**src/rtl/image_classify_sequencer.sv**
```systemverilog
// image_classify_sequencer
//   Steps through NUM_IMAGES images stored back-to-back in image memory. For
//   each image it drives the base address, waits SETTLE_CYCLES for the
//   combinational network, captures the class scores, runs a one-class-per-cycle
//   argmax and offers the winner on a valid/ready port.
//
// Ports
//   clk, rst        clock, synchronous active-high reset
//   start           begin a pass (honoured only in IDLE or DONE)
//   abort           return to IDLE from any state
//   loop_mode       wrap to image 0 after the last image (sampled at handshake)
//   mem_addr        registered image base address to the memory reader
//   scores          NUM_CLASSES packed scores, class k at [k*SCORE_W +: SCORE_W]
//   res_valid/res_ready   result handshake
//   res_class, res_score, res_index   winning class, its score, image number
//   busy            a pass is in progress (not IDLE, not DONE)
//   done            pass finished, sitting in DONE
module image_classify_sequencer #(
    parameter int unsigned IN_WIDTH      = 784,
    parameter int unsigned NUM_CLASSES   = 10,
    parameter int unsigned SCORE_W       = 8,
    parameter bit          SIGNED_SCORES = 1'b0,
    parameter int unsigned NUM_IMAGES    = 4,
    parameter int unsigned BASE_ADDR     = 0,
    parameter int unsigned SETTLE_CYCLES = 4,
    localparam int CW = $clog2(NUM_CLASSES),
    localparam int IW = (NUM_IMAGES > 1) ? $clog2(NUM_IMAGES) : 1
) (
    input  logic                           clk,
    input  logic                           rst,
    input  logic                           start,
    input  logic                           abort,
    input  logic                           loop_mode,
    output logic [31:0]                    mem_addr,
    input  logic [NUM_CLASSES*SCORE_W-1:0] scores,
    output logic                           res_valid,
    input  logic                           res_ready,
    output logic [CW-1:0]                  res_class,
    output logic [SCORE_W-1:0]             res_score,
    output logic [IW-1:0]                  res_index,
    output logic                           busy,
    output logic                           done
);

    // k runs one past the last class: that extra cycle publishes the result
    localparam int KW = $clog2(NUM_CLASSES + 1);
    localparam int SW = $clog2(SETTLE_CYCLES + 1);

    typedef enum logic [2:0] {
        S_IDLE,
        S_SETTLE,
        S_ARGMAX,
        S_OUTPUT,
        S_DONE
    } state_t;

    state_t               state;
    logic [IW-1:0]        img_idx;
    logic [SW-1:0]        settle_cnt;
    logic [KW-1:0]        k;
    logic [SCORE_W-1:0]   cap [NUM_CLASSES];
    logic [SCORE_W-1:0]   best;
    logic [CW-1:0]        best_idx;
    logic [SCORE_W-1:0]   cur;
    logic                 gt;

    // Candidate for this argmax step; strict greater keeps the lowest index on ties
    always_comb begin
        cur = cap[k[CW-1:0]];
        if (SIGNED_SCORES)
            gt = $signed(cur) > $signed(best);
        else
            gt = cur > best;
    end

    always_ff @(posedge clk) begin
        if (rst) begin
            state      <= S_IDLE;
            img_idx    <= '0;
            settle_cnt <= '0;
            k          <= '0;
            best       <= '0;
            best_idx   <= '0;
            for (int c = 0; c < int'(NUM_CLASSES); c++)
                cap[c] <= '0;
            mem_addr   <= 32'(BASE_ADDR);
            res_valid  <= 1'b0;
            res_class  <= '0;
            res_score  <= '0;
            res_index  <= '0;
            busy       <= 1'b0;
            done       <= 1'b0;
        end else if (abort) begin
            // address and result registers deliberately hold their values
            state     <= S_IDLE;
            res_valid <= 1'b0;
            busy      <= 1'b0;
            done      <= 1'b0;
        end else begin
            case (state)
                S_IDLE, S_DONE: begin
                    if (start) begin
                        img_idx    <= '0;
                        mem_addr   <= 32'(BASE_ADDR);
                        settle_cnt <= SW'(SETTLE_CYCLES);
                        state      <= S_SETTLE;
                        busy       <= 1'b1;
                        done       <= 1'b0;
                    end
                end

                S_SETTLE: begin
                    settle_cnt <= settle_cnt - 1'b1;
                    if (settle_cnt == SW'(1)) begin
                        for (int c = 0; c < int'(NUM_CLASSES); c++)
                            cap[c] <= scores[c*SCORE_W +: SCORE_W];
                        best     <= scores[SCORE_W-1:0];
                        best_idx <= '0;
                        k        <= KW'(1);
                        state    <= S_ARGMAX;
                    end
                end

                S_ARGMAX: begin
                    if (k == KW'(NUM_CLASSES)) begin
                        // best/best_idx already include the last class here
                        res_class <= best_idx;
                        res_score <= best;
                        res_index <= img_idx;
                        res_valid <= 1'b1;
                        state     <= S_OUTPUT;
                    end else begin
                        if (gt) begin
                            best     <= cur;
                            best_idx <= k[CW-1:0];
                        end
                        k <= k + 1'b1;
                    end
                end

                S_OUTPUT: begin
                    if (res_ready) begin
                        res_valid <= 1'b0;
                        if (img_idx != IW'(NUM_IMAGES - 1)) begin
                            img_idx    <= img_idx + 1'b1;
                            mem_addr   <= mem_addr + 32'(IN_WIDTH);
                            settle_cnt <= SW'(SETTLE_CYCLES);
                            state      <= S_SETTLE;
                        end else if (loop_mode) begin
                            img_idx    <= '0;
                            mem_addr   <= 32'(BASE_ADDR);
                            settle_cnt <= SW'(SETTLE_CYCLES);
                            state      <= S_SETTLE;
                        end else begin
                            state <= S_DONE;
                            busy  <= 1'b0;
                            done  <= 1'b1;
                        end
                    end
                end

                default: begin
                    state <= S_IDLE;
                    busy  <= 1'b0;
                    done  <= 1'b0;
                end
            endcase
        end
    end

endmodule
```
**config.mk**
```make
export PLATFORM = sky130hd
export DESIGN_NAME = image_classify_sequencer
export DESIGN_NICKNAME = d
export VERILOG_FILES = /design/src/rtl/image_classify_sequencer.sv
export SDC_FILE = /design/constraint.sdc
export NUM_CORES = 1
export LEC_CHECK = 0
export BUFFER_PORTS_ARGS = -buffer_cell sky130_fd_sc_hd__clkbuf_2
export CORE_MARGIN = 1.5
export CORE_UTILIZATION = 35
export DETAILED_ROUTE_END_ITERATION = 10
export PLACE_DENSITY = 0.53
export SLEW_MARGIN = 20
export SYNTH_ARGS = -nofsm -noshare
export SYNTH_HDL_FRONTEND = slang
export SYNTH_SLANG_ARGS = --single-unit
```
**constraint.sdc**
```tcl
create_clock -name clk -period 6.1 [get_ports clk]
set_clock_uncertainty 0.1 [all_clocks]
set_input_delay 0 -clock clk [delete_from_list [all_inputs] [get_ports clk]]
set_output_delay 0 -clock clk [all_outputs]
set_load 0.005 [all_outputs]
```
After elaboration in Yosys (flattened, before gate mapping)
Memories as Yosys holds them, arrays and structs flattened. A register that Yosys moved wholly into a read port is not among the register bits.
Index checks and enable logic that the tools add are counted.
W data, S select, Z words.
Word-level totals
  bits in writable memories: 80
  word-level logic and storage cells: 128
  ROM bits: 0
  latch bits: 0
  register bits after elaboration: 73
  input bits: 86
  output and inout bits: 49
  memories kept: 1
Operators by class
  equality and inequality tests: 16
  div/mod/pow operators: 0
  $mul: 0
  reduce and logical (&&, ||, !) cells: 16
  shift-type cells: 0
  bitwise gates (word level): 12
  muxes and demuxes: 65
  $add $sub $neg: 4
  magnitude comparators: 1
Memory list
  cap: depth 10, bits a word 8, rd ports 1, clocked after memory_dff 1, write ports 10, line 61  | logic [SCORE_W-1:0] cap [NUM_CLASSES];
Operators with widths (number)
  $mux W32: 4
  $mux W8: 13
  $pmux W32 S2: 1
  $add A32 B10 Y32 const B: 1
  $mux W3: 10
  $mux W4: 7
  $reduce_and A5 Y1: 4
  $ne A2 B2 Y1 const B: 9
  $mux W1: 17
  $pmux W4 S2: 2
  $pmux W8 S2: 1
  $pmux W3 S4: 1
  $or A1 B1 Y1: 10
  $pmux W3 S3: 1
  $gt A8 B8 Y1: 1
  $mux W2: 4
  $reduce_and A4 Y1: 2
  $eq A3 B1 Y1 const B: 2
  $eq A3 B2 Y1 const B: 2
  $pmux W1 S3: 2
  $reduce_and A3 Y1: 2
  $reduce_bool A2 Y1: 3
  $reduce_or A2 Y1: 3
  $add A4 B1 Y4 const B: 1
  other kinds (10): 11

Longest topological paths before layout
  depth after elaboration: 7
  mapped depth: 14
  depth with buffers taken out: 10

Worst setup path before layout
OpenSTA, ideal clock, no wires.
  path type: reg2reg
  start: register state[0]
  end: memory cap[0][0] (enable)
  cell stages (with the launch flop): 5
  setup time: 0.540 ns
  period minus slack after synthesis: 5.479 ns
  path buffers: 1
  setup slack: 0.621 ns
  data required time: 5.460 ns
  data arrival time: 4.839 ns
  cells stage by stage: dfxtp_1 -> buf_2 -> nor3b_1 -> nand2_1 -> o21bai_1
RTL lines
  from (decl): line 57  | state_t state;
  from (signal assigned): line 78  | state <= S_IDLE;
  from (signal assigned): line 95  | state <= S_IDLE;
  from (signal assigned): line 106  | state <= S_SETTLE;
  to (decl): line 61

==> metrics.csv <==
stage,metric,value,unit
sta,fmax,0.2607,GHz
logic_synthesis,yosys_most_used_dff,edfxtp_1,
cts,cts_buffers,17,
outcome,status,finished clean,
sta,period_minus_slack,3.836,ns
pwr,seq_power_share,46.6,%
cts,clock_sink_count,153,
place,globalplace.congestion,0.8963,
route,vias_per_cell,4.898,
critical_path,crit_path_start_kind,register,
logic_synthesis,synth_area,7343,um^2
place,dp_cells,1059,
route,vias,5755,
floorplanning,fp.dieArea,21860,um^2
route,first_iter_violations,210,
grt,grt_usage,16.87,%
cts,cts_tree,yes,
logic_synthesis,yosysUniqueCellTypes,64,
grt,grt_pass1_wl,29150,um
critical_path,path_cells,mux2i_1 > a22oi_1 > or3b_2 > o21ai_0 > ha_1 > a21oi_1 > nand2_1 > nor3_2 > o21ai_0 > a21oi_1,
sta,rsz0062_at_grt,false,
logic_synthesis,postSynthAreaPerCell,10.57,um^2
grt,grt_overflow_total,0,
route,first_pass_iters,5,
grt,grt_start_max_net_pins,81,
cells_and_area,final_common_cell,clkbuf_2,
floorplanning,start_util,35.94,%
route,wl,17880,um
pwr,switching_share,21.64,%
critical_path,worst-setup-path-type,reg2reg,
grt,grt_antenna_before_repair,0,
critical_path,path_max_fanout,45,
place,dp_hpwl,12640,um
critical_path,critical_path_required,6.32,ns
pwr,p_leak,0.003659,uW
cts,clk-insertion-delay-late,0.42,ns
floorplanning,core,20430,um^2
pwr,vdd_ir_drop_max,0.0001852,V
critical_path,cpPeakStageDelay,0.96,ns
logic_synthesis,synth_top_area_cell,edfxtp_1,
logic_synthesis,ys_ff_latch,153,
logic_synthesis,synth-edff-count,80,
cts,clockRootBuffer,clkbuf_16,
cts,cts-htree-levels,4,
floorplanning,die_w,147.8,um
floorplanning,io_pins,135,
sta,drv_slew,0,
logic_synthesis,yosys_warnings,0,
cells_and_area,layout.nets,992,
route,route.detailed.drc,0,
pwr,p_per_area,249.1,nW/um^2
floorplanning,std_cell_rows,52,
logic_synthesis,yosysTopAreaCellShare,32.71,%
route,avgRoutedWirePerCell,15.21,um
pwr,p_clk_share,46.3,%
min_path,hp-class,in2reg,
sta,finalHoldViolCount,0,
critical_path,crit_path_end_kind,register,
pwr,power.internal,1884,uW
pwr,comb_power_share,7.1,%
logic_synthesis,synth.area.top_cells,"edfxtp_1 (33%), dfxtp_1 (20%), and2_1 (7.1%)",
logic_synthesis,async_reset_ff_share,0,%
cts,post_cts_resized,0,
cells_and_area,instances_no_fill,1175,
grt,grt_pass1_vias,5744,
logic_synthesis,synth_cells,695,
cells_and_area,area_delta_synth_final,31.45,%
critical_path,cp.arrival,4.06,ns
floorplanning,dieHeight,147.8,um
run,max-cap-violations,0,
cts,ctsLongestPathBuffers,2,
cells_and_area,drive_gt1_share,21.77,%
critical_path,slowest_stage,dfxtp_2,
sta,fin_setup_tns,0,ns
pwr,power_switching,520.4,uW
cells_and_area,diodes,0,
sta,max_slew_margin,34.59,%
sta,max_slew.worst_pin.slew,0.9811,ns
route,ant_nets,0,
cts,clkTransAtPathRegs,0.06,ns
cells_and_area,final_cell_mix,"clkbuf_2 (130), dlygate4sd3_1 (84), and2_1 (83)",
cts,postCtsSetupBuffers,0,
place,io_buffers,130,
logic_synthesis,ys_seq_area_share,52.62,%
sta,post-route-period-util,62.88,%
sta,setup_violations,0,
per-layer routing:
metal | up-vias | track usage [%] | share of wire, %
li1 | 2901 | - | -
met1 | 2699 | 21.82 | 47
met2 | 143 | 27.71 | 48
met3 | 12 | 3.179 | 3.5
met4 | 0 | 6.980 | 1.4
met5 | - | 0 | 0
what timing repair did:
action	CTS	global route
hold buffers	84	0
endpoints found under the hold margin	88	0
endpoints found under the setup margin	0	0
cell type report:
| type | instances | area [um^2] |
|---|---|---|
| Tap cell | 270 | 337.8 |
| Multi-Input combinational cell | 486 | 3244 |
| Sequential cell | 153 | 3865 |
| Clock inverter | 14 | 195.2 |
| Inverter | 16 | 60.06 |
| Fill cell | 1924 | 10780 |
| Timing Repair Buffer | 218 | 1521 |
| Clock buffer | 18 | 429.2 |
worst paths after layout:
path,from,to,slack [ns],cells after the start
worst min register to register,best_idx[1],best_idx[1],0.38,2
worst max-delay path,register,best_idx[2],2.26,10
worst min-delay path,abort,res_score[7],0.03,4
worst max register to register,register,best_idx[2],2.26,10
sequential cells by signal, indices dropped and copies added (netlist names), named ones only:
register	flops
k	4
settle_cnt	3
busy	1
res_index	2
res_class	4
cap	80
img_idx	2
mem_addr	28
best_idx	4
res_score	8
done	1
res_valid	1
best	8
state	3
power groups by stage:
stage | Sequential (uW) | Clock, uW | Combinational (uW)
6_report | 1120 | 1110 | 171
5_1_grt | 1120 | 1180 | 189
4_1_cts | 1120 | 1140 | 170
3_5_place_dp | 1140 | 0 | 127
3_3_place_gp | 1140 | 0 | 125
2_1_floorplan | 1140 | 0 | 83.2
critical path, delay by kind of cell, from the launching register on:
| family | cells | cell delay (ns) |
|---|---|---|
| and+or+nand+nor | 3 | 1.22 |
| AOI/OAI and AO/OA | 5 | 0.97 |
| DFF | 1 | 0.96 |
| adders and majority gates | 1 | 0.30 |
| muxes | 1 | 0.18 |
synthesized netlist by cell type (all sizes together), types with 7 or more instances:
| cell type | count |
|---|---|
| nand4 | 16 |
| nand2 | 28 |
| inv | 16 |
| mux2i | 32 |
| a211oi | 16 |
| o21ai | 20 |
| clkbuf | 22 |
| mux2 | 11 |
| xnor2 | 12 |
| nor4 | 12 |
| or3b | 7 |
| edfxtp | 80 |
| nor3 | 18 |
| dfxtp | 73 |
| nand3 | 15 |
| ha | 14 |
| or3 | 14 |
| a21oi | 44 |
| buf | 21 |
| nor2b | 19 |
| and2 | 83 |
| nor2 | 52 |
| xor2 | 7 |
cell families after synthesis:
group           after synthesis  synth area share [%]
fa+ha+maj                    14                 2.385
buf+inv                      59                 3.783
xor+xnor                     19                 2.266
mux                          43                 6.049
flops                       153                 52.62
compound gates              109                 9.423
other cells                   1               0.05107
simple gates                297                 23.43
per-stage QoR:
stage	power, uW	util, %	hold slack [ns]	cell area (um^2)	setup WS (ns)
floorplan	1221	-	0.09815	7355	0.6214
finish	2404	47.25	0.02522	9653	2.264
CTS	2430	47.19	0.001685	9641	1.882
global route	2494	47.25	0.04799	9653	1.909
global placement	1268	40.02	0.1771	8175	2.112
detailed placement	1270	40.02	0.1782	8175	1.888
Power figures use the tool's default switching activity.
